==> src/rtl/pipe_chain.sv <==
// In-order pipeline register chain with stall, bubble and flush control, a retire counter and a forwarding lookup.
// Define PIPE_CHAIN_FWD_EN to build the forwarding comparators; without it, fwd_* outputs are tied to zero.
module pipe_chain #(
    parameter int WORD_SIZE    = 16,
    parameter int STAGES       = 3,
    parameter int CTRL_W       = 12,
    parameter int DEST_W       = 2,
    parameter int FLUSH_STAGES = 2
) (
    input  logic                 clk,
    input  logic                 reset,
    input  logic                 in_valid,
    input  logic [CTRL_W-1:0]    in_ctrl,
    input  logic [WORD_SIZE-1:0] in_data,
    input  logic [DEST_W-1:0]    in_dest,
    input  logic                 in_wen,
    output logic                 in_ready,
    input  logic                 stall,
    input  logic                 bubble,
    input  logic                 flush,
    output logic                 out_valid,
    output logic [CTRL_W-1:0]    out_ctrl,
    output logic [WORD_SIZE-1:0] out_data,
    output logic [DEST_W-1:0]    out_dest,
    output logic                 out_wen,
    input  logic [DEST_W-1:0]    src_addr1,
    input  logic [DEST_W-1:0]    src_addr2,
    output logic                 fwd_hit1,
    output logic                 fwd_hit2,
    output logic [WORD_SIZE-1:0] fwd_data1,
    output logic [WORD_SIZE-1:0] fwd_data2,
    output logic [WORD_SIZE-1:0] num_inst
);

    typedef struct packed {
        logic                 valid;
        logic                 wen;
        logic [DEST_W-1:0]    dest;
        logic [WORD_SIZE-1:0] data;
        logic [CTRL_W-1:0]    ctrl;
    } stage_t;

    stage_t st [STAGES];
    logic   advance;
    logic   retire;

    assign advance  = !stall;
    assign retire   = advance && st[STAGES-1].valid;
    assign in_ready = !stall && !bubble && !flush;

    for (genvar i = 0; i < STAGES; i++) begin : g_stage
        // A flush kills the young stages; the first surviving stage inherits a killed entry when moving.
        localparam bit KILL  = (i < FLUSH_STAGES);
        localparam bit ENTRY = (i == FLUSH_STAGES);
        stage_t nxt;

        if (i == 0) begin : g_head
            assign nxt = '{valid: in_valid && !bubble,
                           wen:   in_wen && in_valid && !bubble,
                           dest:  in_dest,
                           data:  in_data,
                           ctrl:  in_ctrl};
        end else begin : g_body
            assign nxt = st[i-1];
        end

        always_ff @(posedge clk) begin
            if (reset) begin
                st[i] <= '0;
            end else begin
                if (advance) begin
                    st[i] <= nxt;
                end
                if (flush && (KILL || (ENTRY && advance))) begin
                    st[i].valid <= 1'b0;
                    st[i].wen   <= 1'b0;
                end
            end
        end
    end

    always_ff @(posedge clk) begin
        if (reset) begin
            num_inst <= '0;
        end else if (retire) begin
            num_inst <= num_inst + WORD_SIZE'(1);
        end
    end

    assign out_valid = st[STAGES-1].valid;
    assign out_ctrl  = st[STAGES-1].ctrl;
    assign out_data  = st[STAGES-1].data;
    assign out_dest  = st[STAGES-1].dest;
    assign out_wen   = st[STAGES-1].wen;

`ifdef PIPE_CHAIN_FWD_EN
    // Priority chain built from the oldest stage down, so the youngest match wins.
    logic [STAGES:0]      hit1_c;
    logic [STAGES:0]      hit2_c;
    logic [WORD_SIZE-1:0] data1_c [STAGES+1];
    logic [WORD_SIZE-1:0] data2_c [STAGES+1];

    assign hit1_c[STAGES]  = 1'b0;
    assign hit2_c[STAGES]  = 1'b0;
    assign data1_c[STAGES] = '0;
    assign data2_c[STAGES] = '0;

    for (genvar k = 0; k < STAGES; k++) begin : g_fwd
        logic match1;
        logic match2;
        assign match1     = st[k].valid && st[k].wen && (st[k].dest == src_addr1);
        assign match2     = st[k].valid && st[k].wen && (st[k].dest == src_addr2);
        assign hit1_c[k]  = match1 || hit1_c[k+1];
        assign hit2_c[k]  = match2 || hit2_c[k+1];
        assign data1_c[k] = match1 ? st[k].data : data1_c[k+1];
        assign data2_c[k] = match2 ? st[k].data : data2_c[k+1];
    end

    assign fwd_hit1  = hit1_c[0];
    assign fwd_hit2  = hit2_c[0];
    assign fwd_data1 = data1_c[0];
    assign fwd_data2 = data2_c[0];
`else
    logic unused_src;
    assign unused_src = ^{src_addr1, src_addr2};
    assign fwd_hit1   = 1'b0;
    assign fwd_hit2   = 1'b0;
    assign fwd_data1  = '0;
    assign fwd_data2  = '0;
`endif

endmodule

==> config.mk <==
export PLATFORM = sky130hd
export DESIGN_NAME = pipe_chain
export DESIGN_NICKNAME = d
export VERILOG_FILES = /design/src/rtl/pipe_chain.sv
export SDC_FILE = /design/constraint.sdc
export NUM_CORES = 1
export LEC_CHECK = 0
export CORE_UTILIZATION = 43
export DETAILED_ROUTE_END_ITERATION = 12
export GPL_ROUTABILITY_DRIVEN = 0
export PLACE_DENSITY = 0.85
export SKIP_CTS_REPAIR_TIMING = 1
export SLEW_MARGIN = 20
export SYNTH_ARGS = -nofsm -noshare
export SYNTH_HDL_FRONTEND = slang
export SYNTH_SLANG_ARGS = --single-unit
==> constraint.sdc <==
create_clock -name clk -period 3.5 [get_ports clk]
set_clock_uncertainty 0.05 [all_clocks]
set_input_delay 0.7 -clock clk [delete_from_list [all_inputs] [get_ports clk]]
set_output_delay 0.7 -clock clk [all_outputs]
set_load 0.02 [all_outputs]
Word level (Yosys, flattened, before mapping)
Memory sizes are Yosys's and may differ from the RTL's.
Index checks and enable logic that the tools add are counted.
W data, S select, Z words.
Word-level totals
  register bits: 16
  memory bits (writable): 96
  output and inout port bits: 83
  memories: 1
Cells by class
  add/subtract/negate cells: 1
  muxes and demuxes: 20
  bitwise logic cells: 9
  reduce and logical (&&, ||, !) cells: 10
Memory list
  st: words 3, width 32, read ports 3, clocked after memory_dff 0, wr ports 3, RTL line 43  | stage_t st [STAGES];
Operators by type and width (number)
  $mux W32: 3
  $mux W1: 17
  $add A16 B1 Y16 const B: 1
  $or A1 B1 Y1: 9
  $logic_and A1 B1 Y1: 7
  $logic_not A1 Y1: 3

Logic depth before layout (Yosys ltp)
  word-level depth: 6
  gate-level depth with buffers: 5

Worst setup path before layout
Ideal clock, no wire load.
  path type: input to register
  start: in reset
  end: mem st[0][0] in the netlist's numbering (enable)
  setup time: 0.464 ns
  data arrival time: 3.179 ns
  required time: 2.986 ns
  path slack: -0.192 ns
  stages on the path: 2
  buffers on the path: 1
  path through: clkbuf_1 -> nand2b_1
RTL lines
  start: declaration: RTL line 11  | input logic reset,
  end: declaration: RTL line 43

Worst setup path in the final report
  start: in stall
  end: out in_ready
On the way
  word-level cells in the longest chain between the ends: 3
Ends and longest elaborated chain
  start: declaration: RTL line 18  | input logic stall,
  $logic_not A1 Y1: RTL line 49  | assign in_ready = !stall && !bubble && !flush;
  $logic_and A1 B1 Y1 (2 in series): RTL line 49
  end: declaration: RTL line 17  | output logic in_ready,
No other way between the ends.

==> out/qor.yml <==
worst_setup_path:
  path_cells: "clkdlybuf4s50_1 -> buf_4 -> nor3_1 -> clkdlybuf4s50_1"
  crit_required_ns: 2.75
  max_stage_delay_ns: 0.63
  cp-start-kind: "primary input"
  cp_num_buf_inv: 3
  cpLargestDelayFamily: "buffers and inverters"
  cp-end-kind: "primary output"
  critPathArrivalTime_ns: 2.08
  crit_top_cell: "clkdlybuf4s50_1"
  critPathKind: "in -> out"
  critPathSlowestCell: "clkdlybuf4s50_1"
  crit_fanout: 8
synthesis:
  synth_area_leader_cell: "edfxtp_1"
  yosysUniqueCellTypes: 33
  async_reset_ff_share_pct: 0
  synth.area.top_cells: "edfxtp_1, and2_1, dfxtp_1"
  synth_enable_flop_cells: 96
  yosysSeqAreaShare_pct: 70.1
  synth_top_area_share_pct: 63.1
  synth_cells: 325
  syn_area_um2: 4570
  synth_warnings: 0
  yosys_most_used_dff: "edfxtp_1"
  ys_ff_latch: 112
  syn_avg_cell_area_um2: 14.1
sta:
  layout_worst_path_cycle_share_pct: 80.9
  setup_tns_ns: 0
  tightest_slew_ns: 0.740
  slew_headroom_pct: 50.5
  finalHoldViolCount: 0
  drv_slew: 0
  fmax_ghz: 0.353
  fin_crit_ns: 2.83
  grt_setup_unrepaired: "no"
  setup_violations: 0
job:
  maxCapViolations: 0
clock_tree:
  clock-sinks: 112
  clockBufferDepth: 2
  clk_pin_slew_ns: 0.11
  h-tree-depth: 3
  worstSkewPairLatency_ns: 0.37
  cts_buffers: 9
  cts_tree: "done"
  cts_root_buffer: "clkbuf_8"
global_route:
  grtUsageTotal_pct: 12.9
  grt_max_degree: 44
  grt_pass1_vias: 2306
  grt_pass1_wl_mm: 11.0
  grt_overflow: 0
  antenna_found_initial: 0
final_layout:
  final_cell_area_um2: 5750
  multi_input_area_um2: 1200
  drive_gt1_share_pct: 7.80
  seqCellArea_um2: 3200
  layout_common_cells: "edfxtp_1, and2_1, clkdlybuf4s50_1, conb_1, dfxtp_1"
  layout.nets: 460
  num-fill-cells: 879
  area_growth_pct: 25.8
  final_core_util_pct: 55.7
  final_common_cell: "edfxtp_1"
  antenna_cells: 0
pwr:
  max-vdd-ir-drop_v: 0.000199
  p_leak_nw: 2.19
  power-per-cell-area_nw_per_um2: 458
placement:
  port_buffers: 85
  placed_area_um2: 5510
  hpwlAfterDp_mm: 4.75
worst_hold_path:
  hp-class: "reg -> reg"
floorplan:
  die_area_um2: 11000
  io_pins: 124
  dieWidth_um: 105
  core_area_um2: 10300
  die_y_um: 105
  rows: 37
  initial_core_util_pct: 44.3
routing:
  drt-wirelength-per-cell_um: 12.2
  drt_iter0_markers: 82
  dr.pass1.iters: 4
  drc: 0
  vias: 2471
  routed_wl_mm: 6.81
  postRouteAntennaNets: 0
  vias_per_cell: 4.42
run_status:
  outcome: "complete, no violations"
-- power breakdown --
part	switching [mW]	internal [mW]	total [mW]
sequential	0.0183	1.53	1.55
clock	0.438	0.417	0.856
combinational	0.126	0.104	0.229
total	0.582	2.05	2.63
-- stage by stage --
stage | cells | total power [mW] | worst slack, ns | hold slack, ns
after global routing | 559 | 2.73 | 0.609 | 0.465
final | 559 | 2.63 | 0.669 | 0.442
after floorplan | 358 | 1.72 | 0.839 | 0.447
after global placement | 543 | 1.80 | 0.669 | 0.409
after detailed placement | 543 | 1.81 | 0.671 | 0.425
after CTS | 559 | 2.67 | 0.666 | 0.449
-- tightest hold or removal path, stage by stage (launching register included) --
cell and delay (ns):
dfxtp_1 0.34, o41ai_1 0.06, a21oi_1 0.05
-- cell usage after synthesis, drive strengths merged (3+ instances only) --
| library cell | count |
|---|---|
| clkbuf | 11 |
| dfxtp | 16 |
| nor3 | 7 |
| nor4 | 3 |
| nor2 | 13 |
| xnor2 | 9 |
| buf | 34 |
| edfxtp | 96 |
| a21oi | 4 |
| xor2 | 3 |
| inv | 3 |
| and2 | 95 |
| nand2 | 5 |
| nand4 | 5 |
-- state kept, by name (all words and copies together), names as in the netlist --
signal and flops:
st 96, num_inst 16
-- layout make-up --
cell class	count	area share, %
Multi-Input combinational cell	198	20.8
Sequential cell	112	55.7
Inverter	3	0.196
Timing Repair Buffer	94	16.2
Clock buffer	9	2.15
Clock inverter	7	1.96
Tap cell	136	2.96
-- worst paths after layout --
path | start | slack [ns] | cells after the start | to
max | stall | 0.67 | 4 | in_ready
min | num_inst[15]$_SDFFE_PP0P_ | 0.44 | 2 | num_inst[15]$_SDFFE_PP0P_
max reg2reg | num_inst[7]$_SDFFE_PP0P_ | 1.78 | 4 | num_inst[14]$_SDFFE_PP0P_
min reg2reg | num_inst[15]$_SDFFE_PP0P_ | 0.44 | 2 | num_inst[15]$_SDFFE_PP0P_
-- cells by family (layout without fill, tap and decap cells) --
| group | Yosys count | count (layout) | share of synthesized area [%] |
|---|---|---|---|
| simple gates | 144 | 144 | 19.6 |
| flops | 112 | 112 | 70.1 |
| buf+inv | 48 | 113 | 6.74 |
| xor+xnor | 12 | 12 | 2.30 |
| compound gates | 7 | 7 | 0.904 |
| fa+ha+maj | 1 | 1 | 0.274 |
| other cells | 1 | 34 | 0.0821 |
-- per-layer routing --
| layer | GRT usage, % | vias up | share of wire, % | wire (um) |
|---|---|---|---|---|
| li1 | - | 1239 | - | - |
| met1 | 15.9 | 1151 | 43 | 2930 |
| met3 | 2.56 | 14 | 3.5 | 240 |
| met2 | 21.1 | 67 | 50 | 3440 |
| met4 | 7.85 | 0 | 2.9 | 195 |
| met5 | 0 | - | 0 | 0 |
Power figures use the tool's default switching activity.
